--- src/rtl/axi_gp_reg_responder.sv ---
// AXI4 register-bank responder for one PS general-purpose master port.
// NREGS 32-bit RW registers; independent read and write engines accept
// FIXED and INCR bursts, one outstanding transaction per direction.
// Optional macro IRQ_STATUS_REG_EN turns reg[NREGS-1] into a W1C interrupt
// status register driving pl_ps_irq0; undefined, pl_ps_irq0 is tied low.
module axi_gp_reg_responder #(
  parameter int unsigned ADDR_W = 40,
  parameter int unsigned ID_W   = 16,
  parameter int unsigned NREGS  = 16
) (
  input  logic              aclk,
  input  logic              areset,
  // Write address
  input  logic [ID_W-1:0]   s_axi_awid,
  input  logic [ADDR_W-1:0] s_axi_awaddr,
  input  logic [7:0]        s_axi_awlen,
  input  logic [1:0]        s_axi_awburst,
  input  logic              s_axi_awvalid,
  output logic              s_axi_awready,
  // Write data
  input  logic [31:0]       s_axi_wdata,
  input  logic [3:0]        s_axi_wstrb,
  input  logic              s_axi_wlast,
  input  logic              s_axi_wvalid,
  output logic              s_axi_wready,
  // Write response
  output logic [ID_W-1:0]   s_axi_bid,
  output logic [1:0]        s_axi_bresp,
  output logic              s_axi_bvalid,
  input  logic              s_axi_bready,
  // Read address
  input  logic [ID_W-1:0]   s_axi_arid,
  input  logic [ADDR_W-1:0] s_axi_araddr,
  input  logic [7:0]        s_axi_arlen,
  input  logic [1:0]        s_axi_arburst,
  input  logic              s_axi_arvalid,
  output logic              s_axi_arready,
  // Read data
  output logic [ID_W-1:0]   s_axi_rid,
  output logic [31:0]       s_axi_rdata,
  output logic [1:0]        s_axi_rresp,
  output logic              s_axi_rlast,
  output logic              s_axi_rvalid,
  input  logic              s_axi_rready,
  // Interrupt
  input  logic [NREGS-1:0]  irq_set,
  output logic              pl_ps_irq0
);

  localparam int unsigned IdxW = $clog2(NREGS);
  localparam logic [IdxW-1:0] LastIdx = IdxW'(NREGS - 1);

  // ---------------------------------------------------------------------------
  // Write engine
  // ---------------------------------------------------------------------------
  typedef enum logic [1:0] {WIdle, WData, WResp} wstate_e;

  wstate_e         wstate_q;
  logic            awready_q, wready_q, bvalid_q;
  logic [ID_W-1:0] bid_q;
  logic [1:0]      bresp_q;
  logic [IdxW-1:0] widx_q;
  logic [7:0]      wlen_q, wcnt_q;
  logic            wfixed_q, werr_q;

  logic            aw_hs, w_hs, b_hs;
  logic            w_last_beat, w_beat_err;
  logic [IdxW-1:0] aw_idx;

  assign aw_hs       = s_axi_awvalid & awready_q;
  assign w_hs        = s_axi_wvalid & wready_q;
  assign b_hs        = bvalid_q & s_axi_bready;
  assign aw_idx      = s_axi_awaddr[2 +: IdxW];
  assign w_last_beat = (wcnt_q == wlen_q);
  // wlast must agree with the beat count; a mismatch poisons the response
  assign w_beat_err  = (s_axi_wlast != w_last_beat);

  // Write FSM: AW capture, data beats, then hold B until accepted
  always_ff @(posedge aclk) begin
    if (areset) begin
      wstate_q  <= WIdle;
      awready_q <= 1'b1;
      wready_q  <= 1'b0;
      bvalid_q  <= 1'b0;
      bid_q     <= '0;
      bresp_q   <= 2'b00;
      widx_q    <= '0;
      wlen_q    <= '0;
      wcnt_q    <= '0;
      wfixed_q  <= 1'b0;
      werr_q    <= 1'b0;
    end else begin
      unique case (wstate_q)
        WIdle: begin
          if (aw_hs) begin
            awready_q <= 1'b0;
            wready_q  <= 1'b1;
            bid_q     <= s_axi_awid;
            widx_q    <= aw_idx;
            wlen_q    <= s_axi_awlen;
            wcnt_q    <= '0;
            wfixed_q  <= (s_axi_awburst == 2'b00);
            werr_q    <= 1'b0;
            wstate_q  <= WData;
          end
        end
        WData: begin
          if (w_hs) begin
            if (w_last_beat) begin
              wready_q <= 1'b0;
              bvalid_q <= 1'b1;
              bresp_q  <= (werr_q | w_beat_err) ? 2'b10 : 2'b00;
              wstate_q <= WResp;
            end else begin
              wcnt_q <= wcnt_q + 8'd1;
              werr_q <= werr_q | w_beat_err;
              widx_q <= wfixed_q ? widx_q : widx_q + IdxW'(1);
            end
          end
        end
        WResp: begin
          if (b_hs) begin
            bvalid_q  <= 1'b0;
            awready_q <= 1'b1;
            wstate_q  <= WIdle;
          end
        end
        default: wstate_q <= WIdle;
      endcase
    end
  end

  // ---------------------------------------------------------------------------
  // Register bank
  // ---------------------------------------------------------------------------
  logic [31:0] regs_q [NREGS];
  logic [31:0] regs_d [NREGS];
  logic [31:0] wmask;

  // Expand byte strobes to a bit mask
  always_comb begin
    wmask = '0;
    for (int b = 0; b < 4; b++) begin
      wmask[8*b +: 8] = {8{s_axi_wstrb[b]}};
    end
  end

`ifdef IRQ_STATUS_REG_EN
  localparam int unsigned NIrq = (NREGS < 32) ? NREGS : 32;

  logic [31:0] irq_set32;
  logic [31:0] irq_clr;
  logic        irq_q;

  // Only the low 32 set lines fit in the 32-bit status register
  always_comb begin
    irq_set32 = '0;
    for (int i = 0; i < int'(NIrq); i++) begin
      irq_set32[i] = irq_set[i];
    end
  end

  assign irq_clr = (w_hs && (widx_q == LastIdx)) ? (s_axi_wdata & wmask) : '0;
`endif

  // Next-state of each register: byte-merged AXI write, plus status update
  always_comb begin
    for (int i = 0; i < int'(NREGS); i++) begin
      regs_d[i] = regs_q[i];
      if (w_hs && (widx_q == IdxW'(i))) begin
        regs_d[i] = (regs_q[i] & ~wmask) | (s_axi_wdata & wmask);
      end
    end
`ifdef IRQ_STATUS_REG_EN
    // Set wins over a same-cycle clear
    regs_d[NREGS-1] = (regs_q[NREGS-1] & ~irq_clr) | irq_set32;
`endif
  end

  // Register storage
  always_ff @(posedge aclk) begin
    for (int i = 0; i < int'(NREGS); i++) begin
      if (areset) begin
        regs_q[i] <= '0;
      end else begin
        regs_q[i] <= regs_d[i];
      end
    end
  end

`ifdef IRQ_STATUS_REG_EN
  // Interrupt follows the status register one cycle late
  always_ff @(posedge aclk) begin
    if (areset) begin
      irq_q <= 1'b0;
    end else begin
      irq_q <= |regs_q[NREGS-1];
    end
  end

  assign pl_ps_irq0 = irq_q;
`else
  logic unused_irq_set;
  assign unused_irq_set = ^irq_set;
  assign pl_ps_irq0     = 1'b0;
`endif

  // ---------------------------------------------------------------------------
  // Read engine
  // ---------------------------------------------------------------------------
  typedef enum logic {RIdle, RData} rstate_e;

  rstate_e         rstate_q;
  logic            arready_q, rvalid_q, rlast_q;
  logic [ID_W-1:0] rid_q;
  logic [31:0]     rdata_q;
  logic [IdxW-1:0] ridx_q;
  logic [7:0]      rlen_q, rcnt_q;
  logic            rfixed_q;

  logic            ar_hs, r_hs;
  logic [IdxW-1:0] ar_idx, r_next_idx;

  assign ar_hs      = s_axi_arvalid & arready_q;
  assign r_hs       = rvalid_q & s_axi_rready;
  assign ar_idx     = s_axi_araddr[2 +: IdxW];
  assign r_next_idx = rfixed_q ? ridx_q : ridx_q + IdxW'(1);

  // Read FSM: AR capture, then one registered beat per R handshake
  always_ff @(posedge aclk) begin
    if (areset) begin
      rstate_q  <= RIdle;
      arready_q <= 1'b1;
      rvalid_q  <= 1'b0;
      rlast_q   <= 1'b0;
      rid_q     <= '0;
      rdata_q   <= '0;
      ridx_q    <= '0;
      rlen_q    <= '0;
      rcnt_q    <= '0;
      rfixed_q  <= 1'b0;
    end else begin
      unique case (rstate_q)
        RIdle: begin
          if (ar_hs) begin
            arready_q <= 1'b0;
            rvalid_q  <= 1'b1;
            rid_q     <= s_axi_arid;
            rdata_q   <= regs_q[ar_idx];
            rlast_q   <= (s_axi_arlen == 8'd0);
            ridx_q    <= ar_idx;
            rlen_q    <= s_axi_arlen;
            rcnt_q    <= '0;
            rfixed_q  <= (s_axi_arburst == 2'b00);
            rstate_q  <= RData;
          end
        end
        RData: begin
          if (r_hs) begin
            if (rlast_q) begin
              rvalid_q  <= 1'b0;
              rlast_q   <= 1'b0;
              arready_q <= 1'b1;
              rstate_q  <= RIdle;
            end else begin
              ridx_q  <= r_next_idx;
              rdata_q <= regs_q[r_next_idx];
              rcnt_q  <= rcnt_q + 8'd1;
              rlast_q <= ((rcnt_q + 8'd1) == rlen_q);
            end
          end
        end
        default: rstate_q <= RIdle;
      endcase
    end
  end

  // Bits outside the register index only alias the bank
  logic unused_addr;
  assign unused_addr = ^{s_axi_awaddr[1:0], s_axi_awaddr[ADDR_W-1:2+IdxW],
                         s_axi_araddr[1:0], s_axi_araddr[ADDR_W-1:2+IdxW]};

  assign s_axi_awready = awready_q;
  assign s_axi_wready  = wready_q;
  assign s_axi_bid     = bid_q;
  assign s_axi_bresp   = bresp_q;
  assign s_axi_bvalid  = bvalid_q;
  assign s_axi_arready = arready_q;
  assign s_axi_rid     = rid_q;
  assign s_axi_rdata   = rdata_q;
  assign s_axi_rresp   = 2'b00;
  assign s_axi_rlast   = rlast_q;
  assign s_axi_rvalid  = rvalid_q;

endmodule

--- config.mk ---
export PLATFORM = sky130hd
export DESIGN_NAME = axi_gp_reg_responder
export DESIGN_NICKNAME = d
export VERILOG_FILES = /design/src/rtl/axi_gp_reg_responder.sv
export SDC_FILE = /design/constraint.sdc
export NUM_CORES = 2
export LEC_CHECK = 0
export CAP_MARGIN = 20
export CELL_PAD_IN_SITES_DETAIL_PLACEMENT = 1
export CELL_PAD_IN_SITES_GLOBAL_PLACEMENT = 2
export CORE_MARGIN = 4
export CORE_UTILIZATION = 35
export DETAILED_ROUTE_END_ITERATION = 10
export PLACE_DENSITY_LB_ADDON = 0.3
export SLEW_MARGIN = 30
export SYNTH_ARGS = -nofsm -noshare
export SYNTH_HDL_FRONTEND = slang
export SYNTH_SLANG_ARGS = --single-unit
--- constraint.sdc ---
create_clock -name aclk -period 2.5 [get_ports aclk]
set_clock_uncertainty 0.1 [all_clocks]
set_input_delay 0.375 -clock aclk [delete_from_list [all_inputs] [get_ports aclk]]
set_output_delay 0.375 -clock aclk [all_outputs]
set_load 0.01 [all_outputs]
# --- Word level (Yosys, flattened, before mapping) ---
# Memory sizes are Yosys's and may differ from the RTL's.
# Cells that the tools add are included.
op_classes:
  muxes: 93
  n_reduce_logical: 36
  eq_ne: 30
  n_bitwise: 57
  n_addsub: 4
ops:
  columns: ["operator", "count"]
  rows:
  - ["32-bit 2-to-1 mux", 35]
  - ["32-bit bitwise AND", 17]
  - ["32-bit bitwise OR", 16]
  - ["32-bit one-hot mux with 2 select lines", 1]
  - ["8-bit 2-to-1 mux", 6]
  - ["4-bit equality test, second input constant", 8]
  - ["4-bit 2-to-1 mux", 8]
  - ["32-bit NOT", 1]
  - ["8-bit one-hot mux with 2 select lines", 2]
  - ["1-bit 2-to-1 mux", 25]
  - ["1-bit bitwise OR", 17]
  - ["8-bit by 1-bit adder with 8-bit output, second input constant", 2]
  - ["4-bit by 3-bit equality test with 1-bit output, second input constant", 4]
  - ["8-bit equality test", 2]
  - ["1-bit logical AND", 16]
  - ["2-bit != test, second input constant", 8]
  - ["1-bit one-hot mux with 2 select lines", 8]
  - ["4-bit one-hot mux with 2 select lines", 2]
  - ["4-bit AND reduction", 4]
  - ["3-bit AND reduction", 4]
  - ["2-bit 2-to-1 mux", 5]
  - ["4-bit by 1-bit adder with 4-bit output, second input constant", 2]
  - ["4-bit by 2-bit equality test with 1-bit output, second input constant", 2]
  - ["8-bit zero test", 1]
  - ["other kinds (13)", 24]
word_totals:
  out_inout_bits: 75
  wordCells: 242
  reg_bits: 118
  mem_count: 1
  input_bits: 192
  ramBits: 512
mem_list:
  columns: ["name", "depth", "word_bits", "read_ports", "rd_ports_with_merged_regs", "wr", "line_no", "source"]
  rows:
  - ["regs_q", 16, 32, 18, 0, 16, "136", "logic [31:0] regs_q [NREGS];"]

# --- Logic depth before layout (Yosys ltp) ---
depth:
  ltp_word: 6
  depth_mapped: 9

# --- Worst setup path before layout ---
# OpenSTA, ideal clock, no wires.
synth_timing:
  path_kind: "input -> register"
  start: "input port s_axi_araddr[2]"
  end: "register rdata_q[19] (netlist: s_axi_rdata[19])"
  n_path_buf: 3
  path_slack_ns: 0.252
  path_stages: 8
  setup_time_ns: 0.136
  t_arrival_ns: 2.012
  path_cell_list: "buf_2 -> buf_4 -> buf_6 -> mux4_2 -> a22oi_1 -> a21oi_1 -> a211oi_1 -> a211oi_2"
synth_via:
  elab_chain_cells: 3
synth_lines:
  columns: ["element", "line_no", "source"]
  rows:
  - ["start, declared", "33", "input logic [ADDR_W-1:0] s_axi_araddr,"]
  - ["memory read 16 x 32 bit", null, null]
  - ["32-bit 2-to-1 mux", "245", "if (ar_hs) begin"]
  - ["32-bit one-hot mux with 2 select lines", "243", "unique case (rstate_q)"]
  - ["end signal, assigned", "249", "rdata_q <= regs_q[ar_idx];"]
  - ["end signal, assigned", "267", "rdata_q <= regs_q[r_next_idx];"]
  - ["end, declared", "216", "logic [31:0] rdata_q;"]
# Every way passes these cells. The select of a mux whose other input is x is not followed.
# A chain may end at the register's enable or synchronous reset.

# --- Worst setup path in the final report ---
layout_timing:
  start: "register ridx_q[0]"
  end: "register rdata_q[9] (netlist: s_axi_rdata[9])"
layout_via:
  elab_chain_cells: 6
layout_lines:
  columns: ["element", "line_no", "source"]
  rows:
  - ["start, declared", "217", "logic [IdxW-1:0] ridx_q;"]
  - ["start signal, assigned", "251", "ridx_q <= ar_idx;"]
  - ["start signal, assigned", "266", "ridx_q <= r_next_idx;"]
  - ["4-bit by 1-bit adder with 4-bit output", "227", "assign r_next_idx = rfixed_q ? ridx_q : ridx_q + IdxW'(1);"]
  - ["4-bit 2-to-1 mux *", "227", null]
  - ["memory read 16 x 32 bit *", null, null]
  - ["32-bit 2-to-1 mux *", "260", "if (rlast_q) begin"]
  - ["32-bit 2-to-1 mux *", "259", "if (r_hs) begin"]
  - ["32-bit one-hot mux with 2 select lines *", "243", null]
# Every way passes the cells marked *; elsewhere a longest branch is shown, timed or not. The select of a mux whose other input is x is not followed.

==> results.toml <==
[run_status]
status = "completed"

[logic_synthesis]
syn_inst = 3530
avgSynthCellArea_um2 = 8.83
synthesis.area_um2 = 31200
ys_async_sr_fraction = 0
synth-edff-count = 0
ys_warn_count = 0
synth-main-ff-cell = "dfxtp_1"
synth.ff_latch_count = 629
synth.distinct_cells = 56
ys_seq_area_frac = 0.404

[cts]
cts_tree = "yes"
path_clk_slew_ns = 0.06
clockRootBuffer = "clkbuf_16"
cts_max_level = 3
cts_made_buffers = 75
clk_latency_ns = 0.62
cts.path.max_buffers = 3
clkSinkCount = 629

[setup_path]
worstPathArrival_ns = 2.82
setup.worst_path.start_class = "flop"
cp_slowest_cell = "mux4_2"
r2r_cells = 9
path_cells = "xor2_4, buf_12, buf_12, clkbuf_16, buf_4, mux4_2, a22o_1, a22oi_1, a211oi_1"
crit_path_max_incr_delay_ns = 0.50
worstPathMaxFanout = 6
crit_type = "flop to flop"
worstPathRequired_ns = 2.85
cpMostUsedCell = "buf_12"
end_kind = "flop"

[route]
post_drt_via_cell_ratio = 6.09
drt_first_pass_iters = 6
drtIter0Drc = 2746
vias = 30400
routedWlPerCell_um = 26.2
final_antenna_net_count = 0
drc = 0
wl_um = 131000

[min_path]
hold_depth = 2
holdCritPathClass = "primary input to flop"

[place]
gp_congestion = 0.867
pre_cts_slack_ns = -0.225
detailed_place_hpwl_um = 88500
placement.cell_area_um2 = 36600
io_buffers = 174

[cells_and_area]
multi_input_area_um2 = 17300
antennaDiodeCount = 0
fillers = 9980
syn2layout_area_growth_pct = 26.4
nNetsFinal = 3977
drive_above_1_share = 0.205
stdcell_area_um2 = 39400
seqCellArea_um2 = 12600

[floorplan]
io_pins = 267
coreArea_um2 = 88400
die_area_um2 = 93900
rows = 109
die_h_um = 306
start_util = 0.353
die_w_um = 306

[flow_run]
maxCapViolations = 0

[timing]
drv_slew = 0
setup-tns-final_ns = 0
setup_slack_ns = 0.0301
timing.final.hold_violations = 0
slew_headroom = 0.461
max_freq_mhz = 405
fin_hold_ws_ns = 0.0286
worst_pin_slew_ns = 0.806
finalSetupViolCount = 0
period_share = 0.988
fin_crit_ns = 2.47

[global_route]
grt_start_max_net_pins = 122
grt_antenna_before_repair = 1
track_usage = 0.267
grt_pass1_wl_um = 196000
gr-total-overflow = 0
grt_pass1_vias = 31600

[power_and_ir_drop]
finalPower_mw = 24.7
power-per-cell-area_nw_per_um2 = 628
p_leak_nw = 12.8
irDropWorstVdd_uv = 465
-- layer usage --
layer / track usage / share of wire / up-vias
met2: 0.451 / 0.48 / 1225
met4: 0.104 / 0.038 / 2
li1: - / - / 13300
met5: 0 / 0.00015 / -
met1: 0.347 / 0.42 / 15600
met3: 0.0394 / 0.064 / 259
-- cell usage after synthesis (5+ instances only) --
library cell,number,share of area
a21oi_1,613,0.098
nand2_1,713,0.086
xor2_1,5,0.0014
buf_6,6,0.0022
buf_4,21,0.0051
o21ai_0,9,0.0014
xnor2_1,24,0.0067
clkbuf_1,266,0.032
mux2i_1,12,0.0039
a211oi_1,59,0.014
nor3_1,14,0.0022
inv_1,8,0.00096
nor3_2,5,0.0016
ha_1,7,0.0028
a22o_1,30,0.0084
and2_1,6,0.0012
nand3_1,532,0.085
buf_2,40,0.0064
a211oi_2,5,0.0020
mux4_2,250,0.18
a22oi_1,95,0.023
nand4_1,6,0.0012
dfxtp_1,629,0.40
nor2_1,82,0.0099
buf_1,36,0.0043
-- cells in the final DEF, fill, tap and decap left out, types with 12 or more instances in the layout --
master	synthesis	final
buf_4	21	277
mux2i_1	12	12
a211oi_1	59	54
clkbuf_1	266	21
mux4_2	250	250
clkdlybuf4s50_1	0	167
nand3_1	532	532
clkbuf_16	0	83
clkbuf_8	0	15
nor2_4	0	15
nor2_1	82	65
nand2_1	713	712
dfxtp_1	629	626
a22o_1	30	30
a22oi_1	95	89
xnor2_1	24	23
buf_12	0	79
nor3_1	14	13
a21oi_1	613	613
-- through the flow --
stage | utilization | std cells
2_1_floorplan | - | 3533
3_3_place_gp | 0.414 | 4846
3_5_place_dp | 0.414 | 4846
4_1_cts | 0.442 | 4978
5_1_grt | 0.446 | 4995
6_report | 0.446 | 4995
-- cell type report --
cell class	instances	share of cell area
flip-flops and latches	629	0.320
inverters	9	0.000857
clock inverters	15	0.00460
clock buffers	114	0.0571
multi-input cells	2525	0.438
well taps	1165	0.0370
repair buffers	538	0.143
-- power by group --
| group | switching [mW] | internal (mW) |
|---|---|---|
| Clock | 4.45 | 6.58 |
| Sequential | 0.117 | 10.2 |
| Combinational | 2.01 | 1.40 |
-- final timing paths --
path,from,to,slack [ns]
worst max-delay path,ridx_q[0],s_axi_rdata[9],0.03
worst min-delay path,areset,rcnt_q[4],0.03
worst max register to register,ridx_q[0],s_axi_rdata[9],0.03
worst min register to register,s_axi_rid[15],s_axi_rid[15],0.35
-- worst max-delay path: cells and delay by family (launching register included) --
kind	cells	cell delay, ns
flops	1	0.40
mux	1	0.50
buf+inv	4	0.55
xor+xnor	1	0.19
compound gates	3	0.56
-- logic make-up (layout without fill, tap and decap cells) --
kind of cell	after synthesis	count (layout)	share of synthesized area
and+or+nand+nor	1381	1381	0.192
AOI/OAI and AO/OA	838	838	0.155
DFF	629	629	0.404
buffers and inverters	379	676	0.0516
muxes	265	265	0.186
xor gates and xnor gates	30	30	0.00867
adders and majority gates	7	7	0.00281
other	1	4	0.000120
-- timing repair --
| action | CTS | global route |
|---|---|---|
| setup buffers | 2 | 13 |
| hold buffers | 0 | 0 |
| pin swaps | 0 | 3 |
| cloned | 1 | 4 |
| gates resized for setup | 9 | 16 |
| setup endpoints to repair | 33 | 23 |
Note: power is estimated with default switching activity, not from simulation.
